File: config.mk
export PLATFORM = sky130hd
export DESIGN_NAME = instr_aligner
export DESIGN_NICKNAME = d
export VERILOG_FILES = /design/src/rtl/pcore_interface_defs.sv /design/src/rtl/instr_aligner.sv
export SDC_FILE = /design/constraint.sdc
export NUM_CORES = 1
export LEC_CHECK = 0
export ABC_AREA = 0
export BUFFER_PORTS_ARGS = -buffer_cell sky130_fd_sc_hd__buf_2
export CAP_MARGIN = 25
export CORE_ASPECT_RATIO = 0.6
export CORE_MARGIN = 4
export CORE_UTILIZATION = 56
export CTS_CLUSTER_SIZE = 24
export DETAILED_ROUTE_END_ITERATION = 7
export GPL_TIMING_DRIVEN = 0
export HOLD_SLACK_MARGIN = 0.03
export PLACE_DENSITY = 0.86
export SLEW_MARGIN = 10
export SYNTH_ARGS = -nofsm -noshare
export SYNTH_HDL_FRONTEND = slang
export SYNTH_SLANG_ARGS = --single-unit
File: constraint.sdc
create_clock -name clk -period 5.19 [get_ports clk]
set_input_delay 1.557 -clock clk [delete_from_list [all_inputs] [get_ports clk]]
set_output_delay 1.557 -clock clk [all_outputs]
set_load 0.005 [all_outputs]
File: src/rtl/pcore_interface_defs.sv
// Types and constants shared across the fetch/decode boundary of the core.
package pcore_interface_defs;

  localparam int unsigned XLEN = 32;
  localparam logic [31:0] INSTR_NOP = 32'h0000_0013;

  typedef struct packed {
    logic            valid;
    logic [31:0]     instr;
    logic [XLEN-1:0] pc;
    logic            is_c;
  } type_aligner2id_s;

  typedef struct packed {
    logic            valid;
    logic [XLEN-1:0] addr;
    logic [31:0]     data;
  } type_fetchword_s;

endpackage

File: src/rtl/instr_aligner.sv
// Turns a stream of word-aligned fetch words into whole RV32IC instructions,
// stitching 32-bit instructions that straddle a word boundary.
module instr_aligner
  import pcore_interface_defs::*;
#(
  parameter int unsigned      XLEN     = 32,
  parameter logic [XLEN-1:0]  RESET_PC = '0
) (
  input  logic            clk,
  input  logic            rst_n,
  input  logic            redirect_i,
  input  logic [XLEN-1:0] redirect_pc_i,
  input  logic            word_valid_i,
  input  logic [XLEN-1:0] word_addr_i,
  input  logic [31:0]     word_data_i,
  output logic            word_ready_o,
  output logic            instr_valid_o,
  output logic [31:0]     instr_o,
  output logic [XLEN-1:0] instr_pc_o,
  output logic            instr_is_c_o,
  input  logic            instr_ready_i
);

  function automatic logic is_compressed(input logic [15:0] hw);
    return hw[1:0] != 2'b11;
  endfunction

  logic [15:0]     hw_q [4];
  logic [15:0]     hw_d [4];
  logic [2:0]      cnt_q, cnt_d;
  logic [XLEN-1:0] head_pc_q, head_pc_d;
  logic [XLEN-1:0] exp_addr_q, exp_addr_d;
  logic            drop_lo_q, drop_lo_d;

  logic            head_is_c;
  logic            out_valid;
  logic            pop;
  logic [2:0]      pop_len;
  logic            push_ok;
  logic [2:0]      push_len;
  logic [2:0]      base;
  logic [15:0]     push_hw [2];
  logic [95:0]     ext;
  logic [15:0]     shifted [4];
  type_aligner2id_s out_s;

  assign head_is_c    = is_compressed(hw_q[0]);
  assign out_valid    = (cnt_q >= 3'd1 && head_is_c) || (cnt_q >= 3'd2);
  assign pop          = out_valid && instr_ready_i;
  assign pop_len      = !pop ? 3'd0 : (head_is_c ? 3'd1 : 3'd2);

  // Space is judged before this cycle's pop so ready never depends on instr_ready_i.
  assign word_ready_o = (cnt_q <= 3'd2) && !redirect_i;
  assign push_ok      = word_valid_i && word_ready_o && (word_addr_i == exp_addr_q);
  assign push_len     = !push_ok ? 3'd0 : (drop_lo_q ? 3'd1 : 3'd2);
  assign push_hw[0]   = drop_lo_q ? word_data_i[31:16] : word_data_i[15:0];
  assign push_hw[1]   = word_data_i[31:16];
  assign base         = cnt_q - pop_len;

  // Zero padding lets the shift read past hw[3] without range special cases.
  assign ext = {32'h0, hw_q[3], hw_q[2], hw_q[1], hw_q[0]};

  for (genvar gi = 0; gi < 4; gi++) begin : g_slot
    assign shifted[gi] = ext[{3'(gi) + pop_len, 4'b0000} +: 16];
    assign hw_d[gi] = (push_len != 3'd0 && 3'(gi) == base)          ? push_hw[0] :
                      (push_len == 3'd2 && 3'(gi) == base + 3'd1)   ? push_hw[1] :
                                                                      shifted[gi];
  end

  always_comb begin
    cnt_d      = cnt_q - pop_len + push_len;
    head_pc_d  = head_pc_q + XLEN'({pop_len, 1'b0});
    exp_addr_d = push_ok ? exp_addr_q + XLEN'(4) : exp_addr_q;
    drop_lo_d  = push_ok ? 1'b0 : drop_lo_q;
    if (redirect_i) begin
      cnt_d      = 3'd0;
      head_pc_d  = redirect_pc_i;
      exp_addr_d = {redirect_pc_i[XLEN-1:2], 2'b00};
      drop_lo_d  = redirect_pc_i[1];
    end
  end

  always_ff @(posedge clk or negedge rst_n) begin
    if (!rst_n) begin
      for (int i = 0; i < 4; i++) hw_q[i] <= 16'h0;
      cnt_q      <= 3'd0;
      head_pc_q  <= RESET_PC;
      exp_addr_q <= RESET_PC;
      drop_lo_q  <= 1'b0;
    end else begin
      for (int i = 0; i < 4; i++) hw_q[i] <= hw_d[i];
      cnt_q      <= cnt_d;
      head_pc_q  <= head_pc_d;
      exp_addr_q <= exp_addr_d;
      drop_lo_q  <= drop_lo_d;
    end
  end

  always_comb begin
    out_s       = '0;
    out_s.valid = out_valid;
    out_s.instr = !out_valid ? 32'h0 :
                  head_is_c  ? {16'h0, hw_q[0]} : {hw_q[1], hw_q[0]};
    out_s.pc    = head_pc_q;
    out_s.is_c  = out_valid && head_is_c;
  end

  assign instr_valid_o = out_s.valid;
  assign instr_o       = out_s.instr;
  assign instr_pc_o    = out_s.pc;
  assign instr_is_c_o  = out_s.is_c;

  a_cnt_max : assert property (@(posedge clk) disable iff (!rst_n) cnt_q <= 3'd4);
  a_pop_le_cnt : assert property (@(posedge clk) disable iff (!rst_n) pop_len <= cnt_q);
  a_word_aligned : assert property (@(posedge clk) disable iff (!rst_n)
                                    word_valid_i |-> word_addr_i[1:0] == 2'b00);

endmodule
After elaboration in Yosys (flattened, before gate mapping)
Index checks and enable logic that the tools add are counted.
{"block": "op_classes", "muxes": 21, "n_shift": 4, "eq_ne": 9, "magnitude_cmp": 3, "addsub": 8, "n_reduce_logical": 20}
{"cell": "$shiftx 96x8->16", "n": 3}
{"cell": "$mux 32", "n": 5}
{"cell": "$mux 16", "n": 9}
{"cell": "$shiftx 96x7->16", "n": 1}
{"cell": "$add 32x3->32", "n": 1}
{"cell": "$add 32x3->32 const B", "n": 1}
{"cell": "$eq 32x32->1", "n": 1}
{"cell": "$logic_and 1x1->1", "n": 14}
{"cell": "$eq 2x3->1 const A", "n": 4}
{"cell": "$mux 2", "n": 4}
{"cell": "$add 2x2->3 const A", "n": 2}
{"cell": "$eq 1x3->1 const A", "n": 2}
{"cell": "$logic_not 3->1", "n": 2}
{"cell": "$add 1x2->3 const A", "n": 1}
{"cell": "$add 3x1->3 const B", "n": 1}
{"cell": "$add 3x2->3", "n": 1}
{"cell": "$ge 3x1->1 const B", "n": 1}
{"cell": "$ge 3x2->1 const B", "n": 1}
{"cell": "$le 3x2->1 const B", "n": 1}
{"cell": "$mux 3", "n": 1}
{"cell": "$reduce_bool 3->1", "n": 1}
{"cell": "$sub 3x2->3", "n": 1}
{"cell": "$eq 2x2->1 const B", "n": 1}
{"cell": "$mux 1", "n": 2}
{"cell": "other kinds (4)", "n": 4}
{"block": "totals", "out_inout_bits": 67, "elab_cells": 73, "input_bits": 101, "ff_bits": 132}

Longest topological paths before layout
Gate-level depths: netlist of the first run.
{"block": "logic_depth", "depth_word": 11, "depth_mapped": 19, "ltp_nobuf": 16}

Least setup slack after synthesis of the first run
No wires, ideal clock.
{"block": "synth_path", "path_type": "input-to-reg", "startpoint": "input port instr_ready_i", "endpoint": "register hw_q (netlist bit ext[16])", "path_stages": 17, "arrival_time_ns": 5.055, "setup_ns": 0.126, "required_time_ns": 5.064, "n_path_buf": 2, "path_slack_ns": 0.009, "cell_sequence": "a21boi_0 -> nand2_1 -> clkbuf_1 -> inv_1 -> ha_1 -> inv_1 -> fa_1 -> xnor2_1 -> inv_1 -> ha_1 -> nand2b_1 -> nor2_1 -> o21bai_1 -> nor4_4 -> buf_6 -> nor2_1 -> a221o_1"}
{"block": "synth_via", "elab_chain_cells": 8, "elab_cells_between_ends": 12, "classes_between": "add/sub: 3; eq/ne: 2; shift: 1; mux: 3; reduce/logical: 3"}
{"item": "start, declared", "line_no": "instr_aligner.sv:21", "rtl": "input logic instr_ready_i"}
{"item": "$logic_and 1x1->1 *", "line_no": "instr_aligner.sv:49", "rtl": "assign pop = out_valid && instr_ready_i;"}
{"item": "$mux 2 *", "line_no": "instr_aligner.sv:50", "rtl": "assign pop_len = !pop ? 3'd0 : (head_is_c ? 3'd1 : 3'd2);"}
{"item": "parallel branches: the longest is 5 deep, another holds $add 1x2->3"}
{"item": "$mux 16 *", "line_no": "instr_aligner.sv:65", "rtl": "assign hw_d[gi] = (push_len != 3'd0 && 3'(gi) == base) ? push_hw[0] :"}
{"item": "end, declared", "line_no": "instr_aligner.sv:28", "rtl": "logic [15:0] hw_q [4];"}
Mark *: on every way between the ends.
A chain may end at the register's enable or synchronous reset.

==> results_dict.tcl, run 1 <==
set metrics [dict create \
    outcome "completed" \
    synth.area.top_cells "dfrtp_1, xnor2_1, nor2_1" \
    whs_ps 502.1 \
    gp_congestion 1.016 \
    finClkSkew_ps 15.68 \
    io_pins 168 \
    dieWidth_um 165.3 \
    cap_violations 0 \
    ys_seq_elements 130 \
    hold_viol 0 \
    setup_viol 0 \
    cts_tree "built" \
    hpwl_mm 20.99 \
    antenna_found_initial 1 \
    numCtsBuffers 17 \
    syn_to_final_growth_pct 21.47 \
    routed_wirelength_mm 29.63 \
    start_util 0.5733 \
    grt_pass1_vias 8186 \
    final_core_util 0.6964 \
    yosys_warnings 0 \
    drcViolationCount 0 \
    die_h_um 102.4 \
    final_layout_size_suffix_gt1_frac 0.2360 \
    async_flop_share 1.000 \
    row_count 34 \
    max_stage_delay_ps 700 \
    worstMarginPinSlew_ps 987.9 \
    clockBufferDepth 2 \
    cp.required_ps 5490 \
    worstSetupStartpointType "input pin" \
    cts_htree_levels 4 \
    ir_drop_mv 0.2626 \
    synth.distinct_cells 65 \
    netlist_area_um2 8317 \
    clock.fmax_mhz 197.4 \
    pwr-share-seq 0.342 \
    setup_tns_ps 0 \
    crit_arrival_ps 5360 \
    drtIter0Drc 1404 \
    dieArea_um2 16930 \
    clk_latency_ps 430 \
    crit_type "input pin to flop" \
    cp_slowest_cell "fa_2" \
    p_comb_frac 0.285 \
    vias 8752 \
    crit_fanout 10 \
    p_int_mw 2.153 \
    synthCells 911 \
    synth_edf_count 0 \
    period_minus_slack_ps 5065 \
    drt-pass1-iter-count 6 \
    power.share.clock 0.372 \
    yosysSeqAreaShare 0.3912 \
    nets 1207 \
    grt_pass1_wl_mm 44.64 \
    viasPerCell 6.686 \
    synth_top_area_cell "dfrtp_1" \
    swShare 0.3706 \
    rsz0062_at_grt "no" \
    grt_overflow 0 \
    core_um2 14510 \
    root_buffer "clkbuf_16" \
    ctsHoldBuffers 0 \
    p_per_area_nw_per_um2 338.7 \
    fin_crit_sh 0.9758 \
    io_buffers 166 \
    switchingPower_mw 1.268 \
    wl_per_cell_um 22.63 \
    ant_nets 0 \
    synth_top_area_frac 0.3912 \
    grt_start_max_net_pins 69 \
    syn_area_per_cell_um2 9.129 \
    post_dp_cell_area_um2 9434 \
    hold_class "flop to flop" \
    drv_slew 0 \
    clkTransAtPathRegs_ps 60 \
    leakagePower_nw 4.640 \
    cp_cell_sequence "buf_2, a21boi_2, nand2_4, clkbuf_4, inv_1, ha_1, inv_1, fa_2, nor2b_1, ha_1, nand2b_1, nor2_1, a21oi_1, or2_1, clkbuf_1, buf_2, a221oi_1" \
    maxSlewHeadroom 0.3378 \
    synth-main-ff-cell "dfrtp_1" \
    syn-num-nets 1020 \
    end_kind "flop" \
    cts_sinks 130 \
    stdcell_area_um2 10100 \
    p_total_mw 3.421 \
    track_usage 0.3449 \
]
-- synthesized netlist by cell type (5+ instances only) --
cell,n
clkbuf_1,41
o221a_1,10
buf_2,9
o21ai_0,41
nor3_1,28
dfrtp_1,130
nor4_1,5
o31ai_1,11
nand2_1,64
nand4_1,21
buf_6,5
a221o_1,32
mux2i_1,29
nand2b_1,6
nor2b_1,20
nand3_1,24
o31a_1,5
nor2_1,90
o221a_2,6
ha_1,6
and3_1,7
a21oi_1,40
and2_1,23
and4_1,12
mux2_2,12
a22oi_1,30
inv_1,38
a221oi_1,18
o41ai_1,7
xor2_1,23
xnor2_1,41
a21o_1,17
-- registers in the layout, indices dropped and copies added, names as in the netlist --
register    flops
cnt_q           3
drop_lo_q       1
exp_addr_q     30
ext            64
instr_pc_o     32
-- layout make-up --
cell class,instances,area (µm²)
multi-input cells,681,4672
fillers,1095,4404
flip-flops and latches,130,3253
repair buffers,169,879.6
clock buffers,17,425.4
plain buffers,60,296.5
well taps,198,247.7
clock inverters,14,178.9
inverters,39,146.4
diodes,1,2.502
-- metal layers --
layer,global-route usage,share of wire,up-vias,routed length [µm]
li1,-,-,3725,-
met4,0.1179,0.031,0,908
met5,0,0,-,0
met1,0.5158,0.41,4162,12070
met3,0.1012,0.16,108,4653
met2,0.4765,0.40,757,12000
-- cells by family (layout without fill, tap and decap cells) --
group / Yosys count / after routing / synth area share
buffers and inverters: 100 / 299 / 0.05235
XOR/XNOR: 64 / 64 / 0.06740
flip-flops: 130 / 130 / 0.3912
other: 0 / 1 / 0
AND/OR/NAND/NOR: 327 / 327 / 0.2099
adder cells (fa/ha/maj): 9 / 9 / 0.01504
multiplexers: 41 / 41 / 0.05115
AO/OA/AOI/OAI: 240 / 240 / 0.2130
-- layout by cell type (no fill, tap or decap), types with 7 or more instances in the layout --
cell type    n
xor2_1      23
nor2b_1     20
mux2_2      12
clkbuf_16   17
nor2_1      90
a21o_1      17
o31ai_1     11
buf_2      175
o21ai_0     41
nand4_1     21
nand2_1     63
and4_1      12
dfrtp_1    130
and2_1      23
a22oi_1     30
a221oi_1    18
o41ai_1      7
nor3_1      27
clkbuf_1    35
a221o_1     32
o221a_1     10
nand3_1     24
and3_1       7
a21oi_1     40
inv_1       38
xnor2_1     40
mux2i_1     29
-- metrics by stage --
step           instances  setup slack [ps]
4_1_cts             1309             61.00
6_report            1309             125.4
2_1_floorplan        911             8.837
3_5_place_dp        1276             -1052
3_3_place_gp        1275            -948.2
5_1_grt             1309             14.92
-- final timing paths --
| path | cells after the start | slack (ps) | to | startpoint |
|---|---|---|---|---|
| setup reg to reg | 16 | 700 | ext[58] | ext[1] |
| hold / removal | 1 | 500 | instr_pc_o[0] | instr_pc_o[0] |
| setup / recovery | 17 | 130 | ext[58] | instr_ready_i |
| min in group asynchronous | 1 | 1140 | instr_pc_o[18] | rst_n |
| hold reg to reg | 1 | 500 | instr_pc_o[0] | instr_pc_o[0] |
| max in group asynchronous | 2 | 3280 | ext[2] | rst_n |
-- power by group through the flow --
stage | logic [mW] | registers [mW] | clock network (mW)
3_5_place_dp | 0.883 | 1.18 | 0
4_1_cts | 0.906 | 1.16 | 1.26
3_3_place_gp | 0.859 | 1.17 | 0
5_1_grt | 1.03 | 1.18 | 1.30
6_report | 0.977 | 1.17 | 1.27
2_1_floorplan | 0.548 | 1.16 | 0
-- what timing repair did --
item,4_1_cts,5_1_grt
gates cloned,0,0
pin swaps,1,1
gates resized for setup,9,8
endpoints found under the setup margin,64,58
buffers inserted,2,0
-- critical path: cells and delay by family --
kind / cells / cell delay [ps]
AO/OA/AOI/OAI: 3 / 720
buffers and inverters: 6 / 1080
AND/OR/NAND/NOR: 5 / 970
adder cells (fa/ha/maj): 3 / 1010
Power figures use the tool's default switching activity.
==> inputs of run 2 (changes only) <==
==> constraint.sdc (replaced) <==
create_clock -name clk -period 5.19 [get_ports clk]
set_input_delay 0.7785 -clock clk [delete_from_list [all_inputs] [get_ports clk]]
set_output_delay 0.7785 -clock clk [all_outputs]
set_load 0.005 [all_outputs]
==> results_dict.tcl, run 2 (synthesized netlist as in run 1, its figures left out) <==
set metrics [dict create \
    clkTransAtPathRegs_ps 60 \
    crit_fanout 10 \
    final_layout_size_suffix_gt1_frac 0.2308 \
    grt_pass1_vias 8152 \
    die_h_um 102.4 \
    grt_pass1_wl_mm 44.48 \
    worstMarginPinSlew_ps 939.5 \
    grt_overflow 0 \
    wl_per_cell_um 22.50 \
    viasPerCell 6.654 \
    cts_setup_buffers 0 \
    io_pins 168 \
    r2r-start "cnt_q[1]" \
    drtIter0Drc 1300 \
    cts_sinks 130 \
    gp_congestion 1.016 \
    fin_crit_sh 0.9481 \
    instances_no_fill 1308 \
    setup_viol 0 \
    clockBufferDepth 2 \
    final_cell_mix "buf_2, dfrtp_1, nor2_1" \
    grt_start_max_net_pins 69 \
    cp.required_ps 5490 \
    crit_type "flop to flop" \
    cts_htree_levels 4 \
    hpwl_mm 20.99 \
    routed_wirelength_mm 29.44 \
    start_util 0.5733 \
    nets 1206 \
    io_buffers 166 \
    final_common_cell "buf_2" \
    syn_to_final_growth_pct 20.90 \
    drv_slew 0 \
    period_minus_slack_ps 4921 \
    cap_violations 0 \
    drt-pass1-iter-count 7 \
    crit_arrival_ps 5220 \
    vias 8704 \
    ctsHoldBuffers 0 \
    track_usage 0.3432 \
    drcViolationCount 0 \
    p_per_area_nw_per_um2 336.3 \
    dieWidth_um 165.3 \
    end_kind "flop" \
    cts_tree "built" \
    place_inst 1276 \
    p_total_mw 3.381 \
    numCtsBuffers 17 \
    antenna_found_initial 1 \
    row_count 34 \
    finClkSkew_ps 14.62 \
    core_um2 14510 \
    clock.fmax_mhz 203.2 \
    hold_viol 0 \
    crit_path_start "cnt_q[1]" \
    clk_latency_ps 430 \
    maxSlewHeadroom 0.3702 \
    worstSetupStartpointType "flop" \
    ir_drop_mv 0.2556 \
    root_buffer "clkbuf_16" \
    ant_nets 0 \
    largest_register_ffs 64 \
    leakagePower_nw 4.617 \
    dieArea_um2 16930 \
    hold_class "input pin to async pin" \
    outcome "completed" \
    rsz0062_at_grt "no" \
    fillers 1108 \
]
==> run 2: changes by cell type in the layout (fill, tap and decap cells not counted), sizes merged <==
cell    delta
clkbuf     +2
buf        -3
==> run 2: stage by stage <==
stage                       util  area [µm²]  worst slack [ps]  TNS (ps)  hold slack (ps)
final                     0.6931       10050             269.4         0            355.5
after global routing      0.6931       10050             104.8         0            402.4
after CTS                 0.6921       10040             105.9         0            379.5
after detailed placement  0.6503        9434            -273.9     -8283            491.1
after global placement    0.6477        9395            -169.7     -3478            484.0
after floorplan                -        8317             787.3         0            482.9
==> run 2: routing by layer <==
metal | part of all wire | GRT usage | wire length (µm)
met1 | 0.41 | 0.5139 | 12080
met2 | 0.41 | 0.4721 | 12080
met3 | 0.15 | 0.1028 | 4557
met4 | 0.024 | 0.1166 | 716
met5 | 0 | 0 | 0
==> run 2: report_power, final <==
group | internal [mW] | total (mW) | switching [mW] | leakage [nW]
clock network | 0.760 | 1.27 | 0.510 | 0.287
logic | 0.302 | 0.942 | 0.640 | 2.65
registers | 1.08 | 1.17 | 0.0910 | 1.68
==> run 2: final timing paths <==
path	cells past startpoint	slack, ps	to
max reg2reg	15	270	ext[37]
min in group clk	1	500	instr_pc_o[0]
max	15	270	ext[37]
min reg2reg	1	500	instr_pc_o[0]
min	1	360	instr_pc_o[20]
max in group asynchronous	2	4070	ext[2]
==> run 2: layout make-up <==
type	instances	area, µm²	area share
clock buffers	17	425.4	0.04231
multi-input cells	681	4643	0.4618
flip-flops and latches	130	3253	0.3235
diodes	1	2.502	0.0002489
clock inverters	14	178.9	0.01780
well taps	198	247.7	0.02464
inverters	39	146.4	0.01456
plain buffers	61	292.8	0.02912
repair buffers	167	864.6	0.08599
==> run 2: worst max-delay path, stage by stage (launching register included) <==
cell	delay, ps
dfrtp_1	510
o2111a_1	240
clkbuf_1	290
clkbuf_1	500
clkbuf_2	420
inv_1	110
fa_1	450
xnor2_2	370
inv_1	130
ha_1	330
nand2b_1	130
o21ai_0	100
nand4_1	300
clkbuf_1	500
o21ai_0	250
o221a_1	170
==> run 2: what timing repair did <==
item | CTS | global route
resized for setup | 1 | 7
endpoints found under the setup margin | 10 | 58
pin swaps | 0 | 0
==> inputs of run 3 (changes only) <==
--- a/config.mk
+++ b/config.mk
@@ -6,16 +6,18 @@
 export NUM_CORES = 1
 export LEC_CHECK = 0
 export ABC_AREA = 0
-export BUFFER_PORTS_ARGS = -buffer_cell sky130_fd_sc_hd__buf_2
 export CAP_MARGIN = 25
 export CORE_ASPECT_RATIO = 0.6
 export CORE_MARGIN = 4
-export CORE_UTILIZATION = 56
+export CORE_UTILIZATION = 65
 export CTS_CLUSTER_SIZE = 24
 export DETAILED_ROUTE_END_ITERATION = 7
+export DONT_BUFFER_PORTS = 1
 export GPL_TIMING_DRIVEN = 0
 export HOLD_SLACK_MARGIN = 0.03
 export PLACE_DENSITY = 0.86
+export SETUP_SLACK_MARGIN = 0.5
+export SKIP_LAST_GASP = 1
 export SLEW_MARGIN = 10
 export SYNTH_ARGS = -nofsm -noshare
 export SYNTH_HDL_FRONTEND = slang
==> results_dict.tcl, run 3 (synthesized netlist as in run 1, its figures left out) <==
set metrics [dict create \
    outcome "completed" \
    row_count 31 \
    stdcell_area_um2 9130 \
    final_common_cell "dfrtp_1" \
    fin_crit_sh 0.8670 \
    p_total_mw 3.141 \
    power.share.clock 0.359 \
    crit_arrival_ps 4810 \
    place_ws_ps -308.4 \
    clk_latency_ps 420 \
    worstMarginPinSlew_ps 910.2 \
    drcViolationCount 0 \
    track_usage 0.3798 \
    dieArea_um2 14730 \
    nets 1041 \
    drtIter0Drc 1277 \
    vias 7975 \
    wl_per_cell_um 25.36 \
    routed_wirelength_mm 28.15 \
    maxSlewHeadroom 0.3899 \
    p_int_mw 1.959 \
    grt_pass1_wl_mm 42.80 \
    post_dp_cell_area_um2 8528 \
    antenna_found_initial 0 \
    pwr-share-seq 0.373 \
    hpwl_mm 20.32 \
    p_per_area_nw_per_um2 344.1 \
    grt_overflow 0 \
    largest_register_ffs 64 \
    final_core_util 0.7425 \
    clkTransAtPathRegs_ps 60 \
    final_cell_mix "dfrtp_1, nor2_1, nand2_1" \
    dieWidth_um 154.0 \
    setup_viol 0 \
    end_kind "flop" \
    cts_sinks 130 \
    io_buffers 0 \
    switchingPower_mw 1.182 \
    gp_congestion 0.9514 \
    cp.required_ps 5500 \
    grt_start_max_net_pins 131 \
    drv_slew 0 \
    viasPerCell 7.185 \
    clock.fmax_mhz 222.2 \
    hold_viol 0 \
    p_comb_frac 0.267 \
    crit_type "flop to flop" \
    finClkSkew_ps 13.25 \
    ant_nets 0 \
    hold_class "input pin to async pin" \
    leakagePower_nw 3.869 \
    r2r_slack_ps 690 \
    ctsHoldBuffers 0 \
    syn_to_final_growth_pct 9.779 \
    cts_htree_levels 4 \
    start_util 0.6764 \
    final_layout_size_suffix_gt1_frac 0.1005 \
    instances_no_fill 1110 \
    final.setup.worst_slack_ps 690.0 \
    core_um2 12300 \
    antenna_cells 0 \
    cap_violations 0 \
    swShare 0.3764 \
    io_pins 168 \
    clockBufferDepth 2 \
    worstSetupStartpointType "flop" \
    crit_fanout 10 \
    ir_drop_mv 0.2714 \
    cts_tree "built" \
    period_minus_slack_ps 4500 \
    rsz0062_at_grt "no" \
    grt_pass1_vias 7458 \
    place_inst 1076 \
    die_h_um 95.62 \
    drt-pass1-iter-count 7 \
    numCtsBuffers 17 \
    root_buffer "clkbuf_16" \
]
[run 3: changes by cell type in the layout (fill, tap and decap cells not counted), moves of 2 or more]
cell / delta
buf_2: -164
clkinvlp_4: +4
buf_4: +3
bufinv_16: -3
clkbuf_2: -2
[run 3: final cells by class]
class	count	area, µm²
multi-input cells	681	4663
inverters	39	146.4
repair buffers	2	15.01
plain buffers	61	299.0
clock buffers	18	439.2
flip-flops and latches	130	3254
fillers	876	3166
well taps	165	206.4
clock inverters	14	106.4
[run 3: path summary, 6_finish.rpt]
path                                       from  cells after the start             end
worst max-delay path                   cnt_q[2]                     19         ext[57]
worst min-delay path                      rst_n                      0  instr_pc_o[25]
worst max register to register         cnt_q[2]                     19         ext[57]
worst min register to register    instr_pc_o[0]                      1   instr_pc_o[0]
max in group asynchronous                 rst_n                      0         ext[21]
min in group clk                word_data_i[19]                      1          ext[3]
[run 3: stage by stage]
stage / TNS (ps) / hold WS [ps]
2_1_floorplan: 0 / 482.9
3_3_place_gp: -1858 / 485.8
3_5_place_dp: -9772 / 486.1
4_1_cts: 0 / 42.44
5_1_grt: 0 / 33.52
6_report: 0 / 44.57
[run 3: layer usage]
layer / up-vias / wire length [µm] / GRT usage
met1: 3803 / 11180 / 0.5438
met4: 0 / 752 / 0.1242
met2: 681 / 11040 / 0.5011
met5: - / 0 / 0
li1: 3392 / - / -
met3: 99 / 5180 / 0.1800
[run 3: critical path: stages (launching register included)]
cell and delay [ps]:
dfrtp_1 340, buf_6 140, nor2_1 70, a21boi_2 300
nand2_4 180, buf_4 260, inv_1 140, ha_1 160
inv_1 60, fa_1 480, xnor2_4 310, inv_1 120
ha_1 320, nand2b_1 130, nor2_1 100, nand2_1 80
mux2_2 260, clkbuf_1 560, nor3_1 100, a221oi_1 270
[run 3: power groups by stage]
stage	Sequential, mW	Clock (mW)	Combinational, mW
after floorplan	1.16	0	0.548
after global placement	1.18	0	0.742
after detailed placement	1.19	0	0.761
after CTS	1.17	1.12	0.794
after global routing	1.18	1.16	0.892
final	1.17	1.13	0.840
[run 3: timing repair]
item                                    CTS  global route
pin swaps                                 1             0
endpoints found under the setup margin   64            52
resized for setup                         8             9
hold endpoints to repair                  0             0
buffers inserted                          2             0
